File: src/rtl/encoder_pkg.sv
// Shared encoder definitions: default filter geometry and the {a,b} quadrature state type
// used by both encoder_input_filter and quadrature_decoder.
package encoder_pkg;

  localparam int DEFAULT_SYNC_STAGES   = 2;
  localparam int DEFAULT_FILTER_CYCLES = 16;

  typedef struct packed {
    logic a;
    logic b;
  } quad_state_t;

endpackage

File: src/rtl/glitch_filter.sv
// One encoder channel: metastability synchronizer followed by a persistence filter that
// only accepts a new level after it has been seen for FILTER_CYCLES consecutive clocks.
module glitch_filter #(
  parameter int SYNC_STAGES   = 2,
  parameter int FILTER_CYCLES = 16
) (
  input  logic clk,
  input  logic i_rst_n,
  input  logic i_raw,
  output logic o_clean,
  output logic o_update,
  output logic o_reject
);

  localparam int CNT_W = $clog2(FILTER_CYCLES + 1);
  localparam logic [CNT_W-1:0] CNT_LAST = CNT_W'(FILTER_CYCLES - 1);

  logic [SYNC_STAGES-1:0] r_sync;
  logic [CNT_W-1:0]       r_cnt;
  logic                   r_clean;
  logic                   w_sync;
  logic                   w_differ;

  assign w_sync   = r_sync[SYNC_STAGES-1];
  assign w_differ = (w_sync != r_clean);

  // Strobes describe what the coming edge does, so the parent can register them in
  // step with r_clean.
  assign o_update = w_differ && (r_cnt == CNT_LAST);
  assign o_reject = !w_differ && (r_cnt != '0);
  assign o_clean  = r_clean;

  always_ff @(posedge clk or negedge i_rst_n) begin
    if (!i_rst_n) begin
      r_sync  <= '0;
      r_cnt   <= '0;
      r_clean <= 1'b0;
    end else begin
      r_sync <= {r_sync[SYNC_STAGES-2:0], i_raw};
      if (!w_differ) begin
        r_cnt <= '0;
      end else if (o_update) begin
        r_clean <= w_sync;
        r_cnt   <= '0;
      end else begin
        r_cnt <= r_cnt + CNT_W'(1);
      end
    end
  end

endmodule

File: src/rtl/encoder_input_filter.sv
// Conditions raw quadrature pins into clean A/B levels, an edge strobe and a sticky
// skipped-state flag. Optional rejected-glitch counter behind `ENC_FILTER_STATS_EN.
module encoder_input_filter
  import encoder_pkg::*;
#(
  parameter int SYNC_STAGES   = DEFAULT_SYNC_STAGES,
  parameter int FILTER_CYCLES = DEFAULT_FILTER_CYCLES
) (
  input  logic        clk,
  input  logic        rst_raw,
  input  logic        encoder1,
  input  logic        encoder2,
  input  logic        err_clear,
  output logic        enc_a_clean,
  output logic        enc_b_clean,
  output logic        edge_valid,
  output logic        err_skip
`ifdef ENC_FILTER_STATS_EN
  ,
  output logic [15:0] glitch_count
`endif
);

  logic [1:0]  w_raw;
  logic [1:0]  w_clean;
  logic [1:0]  w_update;
  logic [1:0]  w_reject;
  quad_state_t w_state;
  logic        r_edge_valid;
  logic        r_err_skip;

  // Bit 1 is channel A, bit 0 is channel B, matching quad_state_t.
  assign w_raw = {encoder1, encoder2};

  generate
    for (genvar gi = 0; gi < 2; gi++) begin : g_chan
      glitch_filter #(
        .SYNC_STAGES  (SYNC_STAGES),
        .FILTER_CYCLES(FILTER_CYCLES)
      ) u_filter (
        .clk     (clk),
        .i_rst_n (rst_raw),
        .i_raw   (w_raw[gi]),
        .o_clean (w_clean[gi]),
        .o_update(w_update[gi]),
        .o_reject(w_reject[gi])
      );
    end
  endgenerate

  assign w_state     = w_clean;
  assign enc_a_clean = w_state.a;
  assign enc_b_clean = w_state.b;
  assign edge_valid  = r_edge_valid;
  assign err_skip    = r_err_skip;

  always_ff @(posedge clk or negedge rst_raw) begin
    if (!rst_raw) begin
      r_edge_valid <= 1'b0;
      r_err_skip   <= 1'b0;
    end else begin
      r_edge_valid <= |w_update;
      if (&w_update)
        r_err_skip <= 1'b1;
      else if (err_clear)
        r_err_skip <= 1'b0;
    end
  end

`ifdef ENC_FILTER_STATS_EN
  logic [15:0] r_glitch_count;
  logic [1:0]  w_rej_sum;
  logic [16:0] w_gc_sum;

  assign w_rej_sum    = {1'b0, w_reject[1]} + {1'b0, w_reject[0]};
  assign w_gc_sum     = {1'b0, r_glitch_count} + {15'b0, w_rej_sum};
  assign glitch_count = r_glitch_count;

  always_ff @(posedge clk or negedge rst_raw) begin
    if (!rst_raw)
      r_glitch_count <= '0;
    else if (err_clear)
      r_glitch_count <= '0;
    else
      r_glitch_count <= w_gc_sum[16] ? 16'hFFFF : w_gc_sum[15:0];
  end
`endif

endmodule

File: config.mk
export PLATFORM = sky130hd
export DESIGN_NAME = encoder_input_filter
export DESIGN_NICKNAME = d
export VERILOG_FILES = /design/src/rtl/encoder_pkg.sv /design/src/rtl/glitch_filter.sv /design/src/rtl/encoder_input_filter.sv
export SDC_FILE = /design/constraint.sdc
export NUM_CORES = 1
export LEC_CHECK = 0
export BUFFER_PORTS_ARGS = -buffer_cell sky130_fd_sc_hd__buf_4
export CAP_MARGIN = 10
export CORE_MARGIN = 1
export CORE_UTILIZATION = 54
export CTS_CLUSTER_SIZE = 24
export DETAILED_ROUTE_END_ITERATION = 12
export PLACE_DENSITY_LB_ADDON = 0.05
export SLEW_MARGIN = 25
export SYNTH_ARGS = -nofsm -noshare
export SYNTH_HDL_FRONTEND = slang
export SYNTH_HIERARCHICAL = 1
export SYNTH_SLANG_ARGS = --single-unit
File: constraint.sdc
create_clock -name clk -period 1.8 [get_ports clk]
set_clock_uncertainty 0.15 [all_clocks]
set_input_delay 0.18 -clock clk [delete_from_list [all_inputs] [get_ports clk]]
set_output_delay 0.18 -clock clk [all_outputs]
set_load 0.05 [all_outputs]
==> impl_metrics.ini, run 1 <==
[pwr]
netSwitchingPower_mw = 0.163
cell_internal_pwr_mw = 0.569
pwr-share-clk = 0.334
power.share.switching = 0.223
cellLeakagePower_nw = 0.458
sequentialPowerShare = 0.592
power.density_nw_per_um2 = 809
p_comb_frac = 0.073
vdd_ir_drop_max_v = 0.000633

[worst_setup_path]
ff2ff_setup_slack_ns = 0.36
worst_path_largest_cell_delay_ns = 0.41
critical_path.max_fanout = 4
cpLargestDelayFamily = flip-flops
timing.critical_path.required_ns = 1.83
timing.critical_path.cells = ha_1 -> nand3_2 -> nor2_1 -> mux2_1
cp-end-kind = flip-flop
worst-setup-path-type = flip-flop to flip-flop
slowest_stage = sky130_fd_sc_hd__dfrtp_1
timing.critical_path.from_type = flip-flop
worstPathBufferInverterCount = 0
worst_ep_arrival_time_ns = 1.46

[clocking]
cts_root_buffer = sky130_fd_sc_hd__clkbuf_4
clkTransAtPathRegs_ns = 0.10
htree_num_levels = 1
cts.sinks = 18
tritoncts = yes
total_clock_buffers_created_by_cts = 3
cts_setup_buffers = 0
max_root_sink_buffers = 2
clock_insertion_delay_at_the_later_pin_of_the_skew_report_ns = 0.29

[cells_and_area]
area_growth_syn_to_layout_pct = 20.7
final_design_area_no_fill_sq_um = 905
area.sequential_sq_um = 450
multi_input_comb_area_sq_um = 273
antenna-diode-count = 0
fraction_of_layout_cells_with_a_size_suffix_above_1 = 0.256
nets = 88
nFillCells = 94

[die]
dieHeight_um = 39.3
core_area_sq_um = 1300
floorplan.initialDensity = 0.576
die_width_um = 39.3
floorplan_die_area_sq_um = 1540
rows = 13
pin_count = 9

[sta]
finalHoldViolCount = 0
final.setup.tns_ns = 0
maxSlewHeadroom = 0.834
worst_slew_pin_slew_ns = 0.247
post-route-min-period_ns = 1.44
unrepaired_setup_endpoints_after_global_routing = no
finalSetupViolCount = 0
min_period_over_period = 0.799
final-max-slew-violation-count = 0
max_freq_mhz = 696

[detailed_routing]
ant_nets = 0
wire_per_inst_um = 11.9
first_pass_iters = 2
detailedRoute.firstIterationViolations = 3
detailroute.via_count = 451
routed_wirelength_mm = 1.11
drcViolationCount = 0
vias_per_cell = 4.85

[synth]
synth.cell_area_sq_um = 749
synthesis.nets = 71
synth-warning-count = 6
syn_area_per_cell_sq_um = 12.1
syn-instance-count = 62

[grt]
grt_first_pass_wirelength_mm = 1.84
global_route.usage.total = 0.191
antenna_found_initial = 0
grt_start_max_net_pins = 19
first_global_vias = 431
global_route.overflow_total = 0

[job]
cap_violations = 0

[placed_design]
dp_hpwl_um = 764
gpl.final_weighted_congestion = 0.705
place.port_buffers = 8
postPlaceCellArea_sq_um = 828

[worst_hold_path]
timing.hold.worst.class = primary input to async pin

[status]
status = finished, final reports clean
-- worst paths after layout --
path	from	end	cells past startpoint
min in group clk	g_chan[0].u_filter/r_sync[0]	g_chan[0].u_filter/r_sync[1]	0
worst min register to register	g_chan[0].u_filter/r_sync[0]	g_chan[0].u_filter/r_sync[1]	0
max in group asynchronous	rst_raw	g_chan[0].u_filter/r_sync[0]	2
worst max register to register	g_chan[0].u_filter/r_cnt[0]	g_chan[0].u_filter/o_clean	4
worst max-delay path	g_chan[0].u_filter/r_cnt[0]	g_chan[0].u_filter/o_clean	4
worst min-delay path	rst_raw	g_chan[0].u_filter/r_cnt[3]	2
-- registers in the layout (all words and copies together) (netlist names) --
signal and cells:
edge_valid 1, g_chan.u_filter/r_sync 4, err_skip 1, g_chan.u_filter/r_cnt 10
g_chan.u_filter/o_clean 2
-- stage by stage --
step	power [mW]	util	setup slack, ns	hold slack, ns	std cells
floorplan	0.466	-	0.388	-0.266	62
global route	0.768	0.695	0.284	0.145	93
finish	0.731	0.695	0.362	0.128	93
global placement	0.486	0.637	0.397	-0.0918	85
detailed placement	0.488	0.637	0.364	-0.0924	85
CTS	0.741	0.695	0.352	0.132	93
-- layout by cell type, fill, tap and decap left out, types with 3 or more instances in the layout --
master,n
sky130_fd_sc_hd__xnor2_1,4
sky130_fd_sc_hd__dfrtp_1,18
sky130_fd_sc_hd__xor2_1,4
sky130_fd_sc_hd__dlygate4sd3_1,4
sky130_fd_sc_hd__clkbuf_4,3
sky130_fd_sc_hd__ha_1,4
sky130_fd_sc_hd__nor2_1,8
sky130_fd_sc_hd__buf_4,8
sky130_fd_sc_hd__inv_1,7
-- metal layers --
metal  global-route usage  vias up  part of all wire
met5                    0        -                 0
met4               0.0517        0                 0
met3               0.0852        0             0.038
met2                0.317        9              0.47
met1                0.223      214              0.49
li1                     -      228                 -
-- repair_timing --
item | in CTS | in global routing
hold endpoints to repair | 21 | 0
hold buffers | 4 | 0
resized for setup | 0 | 0
-- power by group through the flow --
stage	combinational [mW]	sequential (mW)	clock, mW
5_1_grt	0.0615	0.436	0.271
4_1_cts	0.0548	0.434	0.253
3_3_place_gp	0.0458	0.440	0
3_5_place_dp	0.0467	0.441	0
2_1_floorplan	0.0276	0.439	0
6_report	0.0536	0.433	0.245
-- worst reg2reg max path, delay by kind of cell, from the launching register on --
| kind | cells | cell delay (ns) |
|---|---|---|
| flops | 1 | 0.41 |
| simple gates | 2 | 0.23 |
| mux | 1 | 0.33 |
| fa+ha+maj | 1 | 0.21 |
-- cell type report --
cell class / count / share of cell area
clock buffer: 4 / 0.0401
inverter: 7 / 0.0290
multi-input combinational: 37 / 0.302
sequential: 18 / 0.498
tap: 15 / 0.0207
timing repair buffer: 12 / 0.111
Note: power is estimated with default switching activity, not from simulation.
==> run 2: changes to the inputs <==
Settings changed: CORE_UTILIZATION 54 to 48.
Clock period 1.8 ns to 1.3 ns, I/O delays scaled along.
==> impl_metrics.ini, run 2 (synthesis gave the netlist of run 1 again) <==
[sta]
setup_ws_ns = -0.0588
finalHoldViolCount = 0
final.setup.tns_ns = -0.120
final-max-slew-violation-count = 0
unrepaired_setup_endpoints_after_global_routing = yes
max_freq_mhz = 736
post-route-min-period_ns = 1.36
finalSetupViolCount = 4
min_period_over_period = 1.05
maxSlewHeadroom = 0.762
worst_slew_pin_slew_ns = 0.356

[pwr]
totalPowerFinal_mw = 1.06
power.share.switching = 0.224
vdd_ir_drop_max_v = 0.000654
netSwitchingPower_mw = 0.237
sequentialPowerShare = 0.570
pwr-share-clk = 0.317
cell_internal_pwr_mw = 0.821
p_comb_frac = 0.113
power.density_nw_per_um2 = 976
cellLeakagePower_nw = 0.516

[worst_hold_path]
timing.hold.worst.class = primary input to async pin

[status]
violations = setup timing
status = complete, but fails checks

[worst_setup_path]
worst-setup-path-type = flip-flop to flip-flop
timing.critical_path.from_type = flip-flop
timing.critical_path.required_ns = 1.33
worst_ep_arrival_time_ns = 1.39
cp-end-kind = flip-flop
critical_path.max_fanout = 4
ff2ff_setup_slack_ns = -0.06

[grt]
global_route.usage.total = 0.152
first_global_vias = 459
grt_first_pass_wirelength_mm = 1.89
global_route.overflow_total = 0
grt_start_max_net_pins = 19
antenna_found_initial = 0

[detailed_routing]
drcViolationCount = 0
detailroute.via_count = 501
wire_per_inst_um = 12.0
routed_wirelength_mm = 1.24
ant_nets = 0
first_pass_iters = 4
detailedRoute.firstIterationViolations = 8
vias_per_cell = 4.82

[cells_and_area]
registers.top_by_ff_count = g_chan.u_filter/r_cnt
fraction_of_layout_cells_with_a_size_suffix_above_1 = 0.483
nets = 99
largest_reg_flops = 10
antenna-diode-count = 0
area_growth_syn_to_layout_pct = 44.6
most-common-layout-cells = 18 x sky130_fd_sc_hd__buf_4, 16 x sky130_fd_sc_hd__dfrtp_1, 6 x sky130_fd_sc_hd__inv_1, 6 x sky130_fd_sc_hd__nor2_1
finish.utilization = 0.784
final_design_area_no_fill_sq_um = 1080
layout.cells.most_common = sky130_fd_sc_hd__buf_4

[placed_design]
dp_hpwl_um = 767
gpl.final_weighted_congestion = 0.743
postPlaceCellArea_sq_um = 881
place.port_buffers = 8
dp_worst_setup_slack_ns = -0.0879

[die]
dieHeight_um = 41.5
rows = 13
floorplan_die_area_sq_um = 1720
pin_count = 9
floorplan.initialDensity = 0.542
die_width_um = 41.5
core_area_sq_um = 1380

[clocking]
htree_num_levels = 1
cts.sinks = 18
clock_insertion_delay_at_the_later_pin_of_the_skew_report_ns = 0.29
max_root_sink_buffers = 2
total_clock_buffers_created_by_cts = 3
tritoncts = yes
clkTransAtPathRegs_ns = 0.10
cts_root_buffer = sky130_fd_sc_hd__clkbuf_4

[job]
cap_violations = 0
-- run 2: metal layers --
metal  vias up  share of wire  global-route usage
met5         -              0                   0
met4         0          0.023              0.0968
met3         4          0.028              0.0522
met2        10           0.45               0.231
met1       237           0.49               0.183
li1        250              -                   -
-- run 2: timing repair --
| item | in CTS | in global routing |
|---|---|---|
| pin swaps | 0 | 6 |
| buffers inserted | 2 | 3 |
| hold endpoints to repair | 21 | 0 |
| gates resized for setup | 0 | 16 |
| hold buffers | 4 | 0 |
| endpoints found under the setup margin | 2 | 9 |
-- run 2: power groups by stage --
stage	logic (mW)	registers (mW)	clock network, mW
3_5_place_dp	0.0820	0.609	0
5_1_grt	0.135	0.606	0.372
4_1_cts	0.101	0.596	0.347
6_report	0.120	0.603	0.335
2_1_floorplan	0.0386	0.608	0
3_3_place_gp	0.0811	0.607	0
-- run 2: per-stage QoR --
stage / cells / hold WS (ns)
after floorplan: 62 / -0.316
after global placement: 91 / -0.141
after detailed placement: 91 / -0.140
after CTS: 101 / 0.0839
after global routing: 104 / 0.0859
final: 104 / 0.0823
-- run 2: cell type report --
type                       instances  area [sq um]
tap                               15          18.8
inverter                           7          26.3
sequential                        18           453
timing repair buffer              23           186
fill                              77           299
multi-input combinational         37           363
clock buffer                       4          36.3
-- run 2: worst paths after layout --
check,start,to,cells past startpoint
setup / recovery,g_chan[0].u_filter/r_cnt[0],g_chan[0].u_filter/o_clean,4
hold / removal,rst_raw,g_chan[0].u_filter/r_cnt[0],2
setup reg to reg,g_chan[0].u_filter/r_cnt[0],g_chan[0].u_filter/o_clean,4
hold reg to reg,g_chan[0].u_filter/r_sync[0],g_chan[0].u_filter/r_sync[1],0
max in group asynchronous,rst_raw,g_chan[1].u_filter/o_clean,2
min in group clk,g_chan[0].u_filter/r_sync[0],g_chan[0].u_filter/r_sync[1],0
-- run 2: worst max-delay path, stage by stage (launching register included) --
cell,delay (ns)
sky130_fd_sc_hd__dfrtp_1,0.42
sky130_fd_sc_hd__ha_4,0.17
sky130_fd_sc_hd__nand3_4,0.09
sky130_fd_sc_hd__nor2_4,0.12
sky130_fd_sc_hd__mux2_4,0.30
==> run 3: changes to the inputs <==
Settings changed: CORE_UTILIZATION 48 to 40, SLEW_MARGIN 25 to not set, SYNTH_HIERARCHICAL 1 to not set.
==> impl_metrics.ini, run 3 <==
[status]
status = complete, but fails checks
violations = setup timing

[sta]
post-route-min-period_ns = 1.41
worst_slew_pin_slew_ns = 0.226
min_period_over_period = 1.09
final-max-slew-violation-count = 0
finalHoldViolCount = 0
final.setup.tns_ns = -0.294
setup_ws_ns = -0.111
unrepaired_setup_endpoints_after_global_routing = yes
finalSetupViolCount = 4
maxSlewHeadroom = 0.849
max_freq_mhz = 709

[synth]
async_reset_ff_frac = 1.00
syn-instance-count = 49
syn_area_per_cell_sq_um = 14.4
flop_and_latch_count_out_of_synthesis = 18
synth_enable_flop_cells = 0
synth_ff_type = sky130_fd_sc_hd__dfrtp_1
synthTopCellsByCount = 18 x sky130_fd_sc_hd__dfrtp_1, 4 x sky130_fd_sc_hd__nand3_1, 4 x sky130_fd_sc_hd__nor2_1, 4 x sky130_fd_sc_hd__nor3_1
ys_types = 16
ys_seq_area_frac = 0.641
synth.cell_area_sq_um = 703
synthesis.nets = 56
post-synth-top-area-fraction = 0.641
synth_most_common_cell = sky130_fd_sc_hd__dfrtp_1
synth_top_cells_by_area = sky130_fd_sc_hd__dfrtp_1 64%, sky130_fd_sc_hd__nor3_4 4.6%, sky130_fd_sc_hd__xnor2_2 4.6%
synth-warning-count = 0
post-synth-top-area-cell = sky130_fd_sc_hd__dfrtp_1

[grt]
antenna_found_initial = 0
global_route.usage.total = 0.166
grt_first_pass_wirelength_mm = 2.24
first_global_vias = 514
grt_start_max_net_pins = 19
global_route.overflow_total = 0

[pwr]
p_comb_frac = 0.124
power.share.switching = 0.223
vdd_ir_drop_max_v = 0.000707
netSwitchingPower_mw = 0.219
cellLeakagePower_nw = 0.488
sequentialPowerShare = 0.614
pwr-share-clk = 0.262
cell_internal_pwr_mw = 0.765
power.density_nw_per_um2 = 904

[worst_hold_path]
min_delay_path_depth = 3
timing.hold.worst.class = primary input to flip-flop

[cells_and_area]
fraction_of_layout_cells_with_a_size_suffix_above_1 = 0.582
finish.utilization = 0.691
final_design_area_no_fill_sq_um = 1090
antenna-diode-count = 0
nets = 88
area_growth_syn_to_layout_pct = 55.0
largest_reg_flops = 10
nFillCells = 118
registers.top_by_ff_count = g_chan.u_filter.r_cnt
most-common-layout-cells = 17 x sky130_fd_sc_hd__buf_4, 14 x sky130_fd_sc_hd__dfrtp_1, 5 x sky130_fd_sc_hd__buf_6, 4 x sky130_fd_sc_hd__nor2_1, 4 x sky130_fd_sc_hd__dfrtp_2
layout.cells.most_common = sky130_fd_sc_hd__buf_4

[detailed_routing]
ant_nets = 0
detailedRoute.firstIterationViolations = 3
vias_per_cell = 4.80
detailroute.via_count = 456
drcViolationCount = 0
routed_wirelength_mm = 1.28
first_pass_iters = 3
wire_per_inst_um = 13.4

[worst_setup_path]
critical_path.max_fanout = 2
timing.reg2reg.worst_path_depth = 3
worst-setup-path-type = flip-flop to flip-flop
timing.critical_path.from_type = flip-flop
worst_ep_arrival_time_ns = 1.43
timing.critical_path.required_ns = 1.32
cp-end-kind = flip-flop

[placed_design]
postPlaceCellArea_sq_um = 898
gpl.final_weighted_congestion = 0.678
dp_worst_setup_slack_ns = -0.223
dp_hpwl_um = 934
place.port_buffers = 8

[clocking]
htree_num_levels = 1
cts.sinks = 18
max_root_sink_buffers = 2
cts_root_buffer = sky130_fd_sc_hd__clkbuf_4
clock_insertion_delay_at_the_later_pin_of_the_skew_report_ns = 0.28
total_clock_buffers_created_by_cts = 3
clkTransAtPathRegs_ns = 0.09
tritoncts = yes

[die]
pin_count = 9
floorplan.initialDensity = 0.446
dieHeight_um = 43.9
rows = 14
floorplan_die_area_sq_um = 1930
core_area_sq_um = 1580
die_width_um = 43.9

[job]
cap_violations = 0
==> run 3: final cells by class <==
class / count / area [sq um] / share of cell area
Inverter: 1 / 3.75 / 0.00344
Clock buffer: 3 / 22.5 / 0.0207
Multi-Input combinational cell: 30 / 344 / 0.316
Sequential cell: 18 / 455 / 0.418
Timing Repair Buffer: 27 / 244 / 0.224
Tap cell: 16 / 20.0 / 0.0184
==> run 3: worst max-delay path, stage by stage (launching register included) <==
cell and delay [ns]:
sky130_fd_sc_hd__dfrtp_2 0.45, sky130_fd_sc_hd__xnor2_4 0.17, sky130_fd_sc_hd__nor3_4 0.21, sky130_fd_sc_hd__mux2_4 0.32
==> run 3: metal layers <==
| layer | routed length, um | GRT usage | share of wire | up-vias |
|---|---|---|---|---|
| met5 | 0 | 0 | 0 | - |
| met4 | 0 | 0.0909 | 0 | 0 |
| met3 | 36 | 0.0250 | 0.028 | 0 |
| met2 | 680 | 0.269 | 0.53 | 8 |
| met1 | 558 | 0.215 | 0.44 | 222 |
| li1 | - | - | - | 226 |
==> run 3: what timing repair did <==
action / 4_1_cts / 5_1_grt
buffers inserted: 3 / 2
hold buffers: 3 / 0
setup endpoints to repair: 10 / 11
cloned: 0 / 0
pin swaps: 5 / 5
resized for setup: 12 / 11
endpoints found under the hold margin: 20 / 0
==> run 3: logic make-up (layout without fill, tap and decap cells) <==
family,Yosys count,count (layout),synth area share
AO/OA/AOI/OAI,1,1,0.0125
XOR/XNOR,6,6,0.0961
adder cells (fa/ha/maj),2,2,0.0356
buffers and inverters,1,31,0.00533
flip-flops,18,18,0.641
multiplexers,2,2,0.0427
AND/OR/NAND/NOR,19,19,0.167
==> run 3: final timing paths <==
check / from / end / slack (ns)
max in group asynchronous: rst_raw / g_chan[0].u_filter.r_sync[1] / 0.71
hold / removal: err_clear / err_skip / 0.009
setup / recovery: g_chan[1].u_filter.r_sync[1] / g_chan[1].u_filter.o_clean / -0.11
min in group asynchronous: rst_raw / g_chan[1].u_filter.r_cnt[3] / 0.09
setup reg to reg: g_chan[1].u_filter.r_sync[1] / g_chan[1].u_filter.o_clean / -0.11
hold reg to reg: g_chan[0].u_filter.r_sync[0] / g_chan[0].u_filter.r_sync[1] / 0.21
==> run 3: per-stage QoR <==
stage	hold WS [ns]	power, mW	instances
floorplan	-0.316	0.642	49
global placement	-0.153	0.681	85
detailed placement	-0.143	0.691	85
CTS	0.000871	0.986	94
global route	0.0213	1.05	95
finish	0.00885	0.985	95
==> run 3: power by group through the flow <==
stage	Sequential [mW]	Clock, mW	Combinational (mW)
floorplan	0.606	0	0.0355
global placement	0.606	0	0.0756
detailed placement	0.608	0	0.0837
CTS	0.601	0.277	0.108
global route	0.608	0.302	0.136
finish	0.605	0.258	0.122
